[src/rtl/key_step_ctrl_pkg.sv]
// Shared board-level types and constants for the input conditioning path.
package gb_board_pkg;

  typedef enum logic [1:0] {
    IDLE,
    FIRE,
    HELD
  } step_state_t;

  localparam int unsigned DEBOUNCE_DEFAULT = 500000;

  localparam int unsigned KEY_RST  = 0;
  localparam int unsigned KEY_STEP = 1;

endpackage

[src/rtl/key_step_ctrl_if.sv]
// Board-side bundle for key_step_ctrl: raw inputs in, conditioned controls out.
interface key_step_ctrl_if #(
  parameter int unsigned COUNT_W = 16
);

  logic [1:0]         i_key_n;
  logic               i_sw_step;
  logic               o_clk_en;
  logic               o_step_pulse;
  logic               o_rst_req;
  logic [COUNT_W-1:0] o_step_count;

  modport slave (
    input  i_key_n,
    input  i_sw_step,
    output o_clk_en,
    output o_step_pulse,
    output o_rst_req,
    output o_step_count
  );

  modport master (
    output i_key_n,
    output i_sw_step,
    input  o_clk_en,
    input  o_step_pulse,
    input  o_rst_req,
    input  o_step_count
  );

endinterface

[src/rtl/key_step_ctrl_debounce.sv]
// Two-flop synchronizer plus stable-level debouncer for one active-low key.
module key_debounce
  import gb_board_pkg::*;
#(
  parameter int unsigned DEBOUNCE_CYCLES = DEBOUNCE_DEFAULT
) (
  input  logic clk,
  input  logic rst_n,
  input  logic i_raw,
  output logic o_level
);

  localparam int unsigned CW = (DEBOUNCE_CYCLES > 2) ? $clog2(DEBOUNCE_CYCLES) : 1;
  localparam logic [CW-1:0] C_LAST = CW'(DEBOUNCE_CYCLES - 1);

  logic          r_meta;
  logic          r_sync;
  logic          r_stable;
  logic [CW-1:0] r_cnt;

  // Idle level is 1 (released) for every active-low key.
  always_ff @(posedge clk or negedge rst_n) begin
    if (!rst_n) begin
      r_meta   <= 1'b1;
      r_sync   <= 1'b1;
      r_stable <= 1'b1;
      r_cnt    <= '0;
    end else begin
      r_meta <= i_raw;
      r_sync <= r_meta;
      if (r_sync == r_stable) begin
        r_cnt <= '0;
      end else if (r_cnt == C_LAST) begin
        r_stable <= r_sync;
        r_cnt    <= '0;
      end else begin
        r_cnt <= r_cnt + CW'(1);
      end
    end
  end

  assign o_level = r_stable;

endmodule

[src/rtl/key_step_ctrl.sv]
// Conditions raw buttons/mode switch into a datapath clock enable, step pulse,
// reset request and wrapping step counter.
module key_step_ctrl
  import gb_board_pkg::*;
#(
  parameter int unsigned DEBOUNCE_CYCLES = DEBOUNCE_DEFAULT,
  parameter int unsigned COUNT_W         = 16
) (
  input  logic            clk,
  input  logic            rst_n,
  key_step_ctrl_if.slave  bus
);

  logic [1:0]         w_key_lvl;
  logic               r_sw_meta;
  logic               r_sw_sync;
  logic               w_step_mode;
  logic               w_step_press;
  logic               w_rst_req;

  step_state_t        r_state;
  step_state_t        w_next;

  logic               w_fire;
  logic               w_clk_en_d;
  logic [COUNT_W-1:0] w_count_d;

  logic               r_clk_en;
  logic               r_step_pulse;
  logic [COUNT_W-1:0] r_count;

  key_debounce #(
    .DEBOUNCE_CYCLES(DEBOUNCE_CYCLES)
  ) u_db_rst (
    .clk    (clk),
    .rst_n  (rst_n),
    .i_raw  (bus.i_key_n[KEY_RST]),
    .o_level(w_key_lvl[KEY_RST])
  );

  key_debounce #(
    .DEBOUNCE_CYCLES(DEBOUNCE_CYCLES)
  ) u_db_step (
    .clk    (clk),
    .rst_n  (rst_n),
    .i_raw  (bus.i_key_n[KEY_STEP]),
    .o_level(w_key_lvl[KEY_STEP])
  );

  // Mode switch is level-only: synchronized but deliberately not debounced.
  always_ff @(posedge clk or negedge rst_n) begin
    if (!rst_n) begin
      r_sw_meta <= 1'b0;
      r_sw_sync <= 1'b0;
    end else begin
      r_sw_meta <= bus.i_sw_step;
      r_sw_sync <= r_sw_meta;
    end
  end

  assign w_step_mode  = r_sw_sync;
  assign w_step_press = ~w_key_lvl[KEY_STEP];
  assign w_rst_req    = ~w_key_lvl[KEY_RST];

  always_ff @(posedge clk or negedge rst_n) begin
    if (!rst_n) r_state <= IDLE;
    else        r_state <= w_next;
  end

  // A press accepted in run mode parks in HELD, so it can never fire later.
  always_comb begin
    w_next = r_state;
    unique case (r_state)
      IDLE:    if (w_step_press) w_next = w_step_mode ? FIRE : HELD;
      FIRE:    w_next = HELD;
      HELD:    if (!w_step_press) w_next = IDLE;
      default: w_next = IDLE;
    endcase
  end

  always_comb begin
    w_fire     = (w_next == FIRE);
    w_clk_en_d = ~w_step_mode | w_fire;
    w_count_d  = r_count;
    if (w_rst_req)   w_count_d = '0;
    else if (w_fire) w_count_d = r_count + COUNT_W'(1);
  end

  always_ff @(posedge clk or negedge rst_n) begin
    if (!rst_n) begin
      r_clk_en     <= 1'b0;
      r_step_pulse <= 1'b0;
      r_count      <= '0;
    end else begin
      r_clk_en     <= w_clk_en_d;
      r_step_pulse <= w_fire;
      r_count      <= w_count_d;
    end
  end

  assign bus.o_clk_en     = r_clk_en;
  assign bus.o_step_pulse = r_step_pulse;
  assign bus.o_rst_req    = w_rst_req;
  assign bus.o_step_count = r_count;

endmodule
[src/flat_wrapper.sv]
// flat-port wrapper written by rule: the top's interface ports become plain ports
module key_step_ctrl_flat import gb_board_pkg::*;
#(
  parameter int unsigned DEBOUNCE_CYCLES = DEBOUNCE_DEFAULT,
  parameter int unsigned COUNT_W         = 16
)
  (clk, rst_n, bus_i_key_n, bus_i_sw_step, bus_o_clk_en, bus_o_step_pulse, bus_o_rst_req, bus_o_step_count);
  key_step_ctrl_if #(.COUNT_W(COUNT_W)) bus_i ();
  input  logic clk;
  input  logic rst_n;
  input wire logic [$bits(bus_i.i_key_n)-1:0] bus_i_key_n;
  input wire logic [$bits(bus_i.i_sw_step)-1:0] bus_i_sw_step;
  output wire logic [$bits(bus_i.o_clk_en)-1:0] bus_o_clk_en;
  output wire logic [$bits(bus_i.o_step_pulse)-1:0] bus_o_step_pulse;
  output wire logic [$bits(bus_i.o_rst_req)-1:0] bus_o_rst_req;
  output wire logic [$bits(bus_i.o_step_count)-1:0] bus_o_step_count;
  assign bus_i.i_key_n = bus_i_key_n;
  assign bus_i.i_sw_step = bus_i_sw_step;
  assign bus_o_clk_en = bus_i.o_clk_en;
  assign bus_o_step_pulse = bus_i.o_step_pulse;
  assign bus_o_rst_req = bus_i.o_rst_req;
  assign bus_o_step_count = bus_i.o_step_count;
  key_step_ctrl #(.DEBOUNCE_CYCLES(DEBOUNCE_CYCLES), .COUNT_W(COUNT_W)) u_core (.clk(clk), .rst_n(rst_n), .bus(bus_i));
endmodule
[config.mk]
export PLATFORM = sky130hd
export DESIGN_NAME = key_step_ctrl_flat
export DESIGN_NICKNAME = d
export VERILOG_FILES = /design/src/rtl/key_step_ctrl_pkg.sv /design/src/rtl/key_step_ctrl_if.sv /design/src/rtl/key_step_ctrl_debounce.sv /design/src/rtl/key_step_ctrl.sv /design/src/flat_wrapper.sv
export SDC_FILE = /design/constraint.sdc
export NUM_CORES = 1
export LEC_CHECK = 0
export CAP_MARGIN = 15
export CORE_MARGIN = 1
export CORE_UTILIZATION = 50
export DETAILED_ROUTE_END_ITERATION = 10
export GPL_ROUTABILITY_DRIVEN = 0
export PLACE_DENSITY_LB_ADDON = 0.05
export SLEW_MARGIN = 0
export SYNTH_ARGS = -nofsm -noshare
export SYNTH_HDL_FRONTEND = slang
export SYNTH_SLANG_ARGS = --single-unit
[constraint.sdc]
create_clock -name clk -period 2.5 [get_ports clk]
set_clock_uncertainty 0.15 [all_clocks]
set_input_delay 0.25 -clock clk [delete_from_list [all_inputs] [get_ports clk]]
set_output_delay 0.25 -clock clk [all_outputs]
set_load 0.005 [all_outputs]
# Yosys cells after proc, flatten, opt, wreduce, memory -nomap -nowiden
# Cells that the tools add are included.
totals:
  register_bits: 66
  out_inout_bits: 19
op_classes:
  n_addsub: 3
  eq_ne: 8
  n_mux: 10
  bitwise: 5
  n_reduce_logical: 3
op_table:
  columns: ["op", "count"]
  rows:
  - ["$mux 19", 4]
  - ["$add 19x1->19 const B", 2]
  - ["$eq 19x19->1 const B", 2]
  - ["$mux 16", 2]
  - ["$add 16x1->16 const B", 1]
  - ["$mux 2", 3]
  - ["$pmux 2 s3", 1]
  - ["$eq 2x1->1 const B", 2]
  - ["$not 1->1", 4]
  - ["$reduce_and 2->1", 2]
  - ["$eq 1x1->1", 2]
  - ["$eq 2x2->1 const B", 1]
  - ["$logic_not 2->1", 1]
  - ["$ne 2x1->1 const B", 1]
  - ["$or 1x1->1", 1]

# Longest topological paths before layout
depth:
  depth_word: 6
  ltp_mapped: 6
  ltp_nobuf: 5

# By module
# Synthesis repeated with hierarchy kept, for this count alone.
unflattened:
  hier_cells: 305
  area_unflattened_um2: 3183.1
modules_own_cells:
  columns: ["mod", "n_inst", "cells_each", "area_each_um2", "seq_area_each_um2"]
  rows:
  - ["key_debounce", 2, 105, 1083.5, 554.3]
  - ["key_step_ctrl", 1, 95, 1016.0, 550.5]

# Least setup slack after synthesis
# Ideal clock, no wire load.
synth_path:
  kind: "register -> register"
  from: "register u_core.r_state[0]"
  to: "register u_core.r_count[15], in the netlist u_core.bus.o_step_count[15]"
  setup_ns: 0.078
  t_arrival_ns: 1.932
  required_time_ns: 2.272
  setup_slack_ns: 0.340
  path_stages_with_launch: 5
  n_path_buf: 0
  synth_period_minus_slack_ns: 2.160
  cell_sequence: "dfrtp_1 > or4b_4 > or3_4 > or4_1 > a21oi_1"
synth_between:
  elab_chain_len: 4
synth_rtl:
  columns: ["element", "line", "text"]
  rows:
  - ["start: declaration", "key_step_ctrl.sv:21", "step_state_t r_state;"]
  - ["start signal: assignment", "key_step_ctrl.sv:67", "else r_state <= w_next;"]
  - ["$eq 2x2->1, or another cell as far along", "key_step_ctrl.sv:73", "unique case (r_state)"]
  - ["$pmux 2 s3 (*)", "key_step_ctrl.sv:73", null]
  - ["$eq 2x1->1 (*)", "key_step_ctrl.sv:82", "w_fire = (w_next == FIRE);"]
  - ["$ne 2x1->1 (no source line) (*)", null, null]
  - ["end signal: assignment", "key_step_ctrl.sv:97", "r_count <= w_count_d;"]
  - ["end: declaration", "key_step_ctrl.sv:30", "logic [COUNT_W-1:0] r_count;"]
# Mark *: on every way between the ends. The rest lies on a longest branch, timed or not.
# A chain may end at the register's enable or synchronous reset.

# Final worst setup path
# Same ends and word-level chain as after synthesis.

==> flow_metrics.py <==
metrics = {
    "status": {
        "outcome": "finished, final reports clean",
    },
    "final_layout": {
        "fin_area_um2": 3630,
        "antenna_cells": 0,
        "layout_common_cells": "60 x dfrtp_1, 45 x nor2_1, 28 x xnor2_1",
        "layout_commonest_cell": "dfrtp_1",
        "drive_gt1_share_pct": 9.38,
        "nets": 344,
        "syn_to_final_growth_pct": 20.0,
        "finish.utilization_pct": 64.0,
    },
    "timing": {
        "hold_viol": 0,
        "timing.fmax_mhz": 445,
        "timing.final.crit_share_pct": 89.8,
        "rsz0062_at_grt": "false",
        "min_period_ns": 2.25,
        "slew_viol_final": 0,
        "worstMarginPinSlew_ns": 0.339,
        "relSlewSlack_pct": 77.1,
        "setup_ws_ns": 0.255,
        "setup_violations": 0,
        "setup_tns_ns": 0,
    },
    "worst_setup_path": {
        "critical_path_class": "flip-flop to flip-flop",
        "arrival_ns": 2.36,
        "end_kind": "flip-flop",
        "regToRegEndpoint": "u_core.bus.o_step_count[15]",
        "required_ns": 2.62,
        "critPathLaunchType": "flip-flop",
        "timing.rr.start": "u_core.r_state[0]",
        "critPathMaxFanout": 5,
        "reg2regPathDepth": 4,
        "rrSetupSlack_ns": 0.25,
    },
    "synthesis": {
        "synth-seq-cells": 66,
        "netlist_area_um2": 3030,
        "ys_warn_count": 0,
        "avgSynthCellArea_um2": 10.2,
        "postSynthCellCount": 298,
        "synth_cell_type_count": 31,
        "synth_seq_area_share_pct": 54.8,
        "synth_nets": 306,
    },
    "floorplanning": {
        "core_area_um2": 5680,
        "fp-row-count": 27,
        "start_util_pct": 53.4,
        "dieWidth_um": 79.8,
        "die_h_um": 79.8,
        "dieArea_um2": 6370,
        "pin_count": 24,
    },
    "pwr": {
        "internal-power_mw": 1.77,
        "power.leakage_nw": 1.41,
        "switching_power_uw": 438,
        "pwr-share-clk_pct": 47.6,
        "p_sw_share_pct": 19.8,
        "comb_power_share_pct": 2.8,
        "seqPwrFrac_pct": 49.6,
        "vdd_ir_drop_max_mv": 0.474,
        "power.density_nw_per_um2": 608,
    },
    "clocking": {
        "cts_setup_buffers": 0,
        "cts_tree": "yes",
        "cts-root-buf": "clkbuf_8",
        "h-tree-depth": 3,
        "cts_buffers": 9,
        "clockBufferDepth": 2,
        "cts.sinks": 66,
        "cts.clk_slew.worst_paths_ns": 0.07,
        "clock_latency_ns": 0.34,
    },
    "global_routing": {
        "grt.total_usage_pct": 20.9,
        "grt_max_degree": 67,
        "antenna_found_initial": 0,
        "grt_pass1_vias": 2198,
        "overflow": 0,
        "grt_pass1_wl_um": 10100,
    },
    "hold_path": {
        "min_path_cells": 1,
        "hold_start": "bus_i_key_n[0]",
        "worstHoldEndpoint": "u_core.u_db_rst.r_meta",
        "hold_path_class": "input port to flip-flop",
    },
    "flow_run": {
        "maxCapViolCount": 0,
    },
    "place": {
        "hpwl_um": 3760,
        "post-place-ws_ns": 0.287,
        "io_buffers": 23,
        "dpl_cell_area_um2": 3400,
    },
    "detailed_routing": {
        "drc": 0,
        "num_vias": 2270,
        "antenna_left": 0,
        "dr.pass1.iters": 4,
        "drtIter0Drc": 100,
        "wl_per_cell_um": 13.8,
        "vias_per_cell": 5.50,
        "routed_wl_um": 5700,
    },
}
-- cells by family after synthesis --
group           Yosys count  share of synthesized area, %
buf+inv                  17                          2.15
xor+xnor                 39                          11.3
fa+ha+maj                 3                          1.24
simple gates            142                          24.5
compound gates           29                          5.29
mux                       2                         0.744
flops                    66                          54.8
-- repair_timing --
action,in CTS,in global routing
hold buffers,1,0
resized for setup,0,0
endpoints found under the hold margin,60,0
-- synth_stat cells --
cell,count,area [um2]
a21oi_1,15,75.1
and2_1,1,6.26
and3_1,1,6.26
and4_1,3,26.3
buf_2,1,5.00
clkbuf_1,4,15.0
clkinv_1,1,3.75
dfrtp_1,60,1500
dfstp_2,6,158
ha_1,3,37.5
inv_1,11,41.3
mux2_2,2,22.5
nand2_1,20,75.1
nand3_1,16,80.1
nand4_1,13,81.3
nor2_1,45,169
nor3_1,7,35.0
nor4_1,11,68.8
nor4b_1,4,35.0
nor4bb_1,1,10.0
o21ai_0,7,35.0
o21ai_1,1,5.00
o21bai_1,1,7.51
o31ai_1,5,37.5
or3_1,11,68.8
or3_4,1,11.3
or4_1,6,45.0
or4b_2,1,10.0
or4b_4,1,13.8
xnor2_1,28,245
xor2_1,11,96.3
-- cell type report --
| class | instances | area [um2] |
|---|---|---|
| multi-input combinational | 215 | 1300 |
| timing repair buffer | 32 | 308 |
| fill | 469 | 2040 |
| tap | 72 | 90.1 |
| clock inverter | 3 | 90.1 |
| inverter | 12 | 45.0 |
| clock buffer | 13 | 139 |
| sequential | 66 | 1660 |
-- how the worst max path moves through the flow --
stage	startpoint	endpoint	cells past startpoint
floorplan	u_core.r_state[0]	u_core.bus.o_step_count[15]	4
global placement	u_core.r_state[0]	u_core.bus.o_step_count[15]	4
detailed placement	u_core.r_state[0]	u_core.bus.o_step_count[15]	4
CTS	u_core.r_state[0]	u_core.bus.o_step_count[15]	4
global route	u_core.r_state[0]	u_core.bus.o_step_count[15]	4
finish	u_core.r_state[0]	u_core.bus.o_step_count[15]	4
-- power groups by stage --
stage	Sequential [mW]	Combinational, mW	Clock, mW
after detailed placement	1.12	0.0635	0
after global placement	1.12	0.0628	0
final	1.10	0.0618	1.05
after CTS	1.10	0.0645	1.08
after global routing	1.10	0.0741	1.13
after floorplan	1.11	0.0230	0
-- registers in the layout (all words and copies together) (netlist names) --
name and flops:
u_core.u_db_step.r_cnt 19, u_core.bus.o_clk_en 1, u_core.u_db_step.o_level 1, u_core.u_db_rst.r_cnt 19, u_core.bus.o_step_count 16, u_core.bus.o_step_pulse 1, u_core.u_db_rst.r_sync 1, u_core.u_db_rst.o_level 1
u_core.r_sw_sync 1, u_core.u_db_step.r_meta 1, u_core.r_state 2, u_core.r_sw_meta 1, u_core.u_db_step.r_sync 1, u_core.u_db_rst.r_meta 1
-- critical path: stages, from the launching register on --
cell	delay, ns
dfrtp_1	0.39
or4b_4	0.57
or3_4	0.43
or4_1	0.48
a21oi_1	0.15
-- metrics by stage --
step                power (mW)  hold slack (ns)  std cells
finish                    2.21            0.168        413
global route              2.30            0.169        413
CTS                       2.24            0.151        413
detailed placement        1.18            0.142        396
global placement          1.18            0.142        396
floorplan                 1.14           -0.196        298
-- per-layer routing --
layer	global-route usage [%]	vias to the layer above	share of wire, %
met5	0	-	0
met4	10.2	0	2.1
met3	4.11	10	2.9
met2	30.8	41	44
met1	29.5	1087	51
li1	-	1132	-
(Power assumes the default switching activity.)
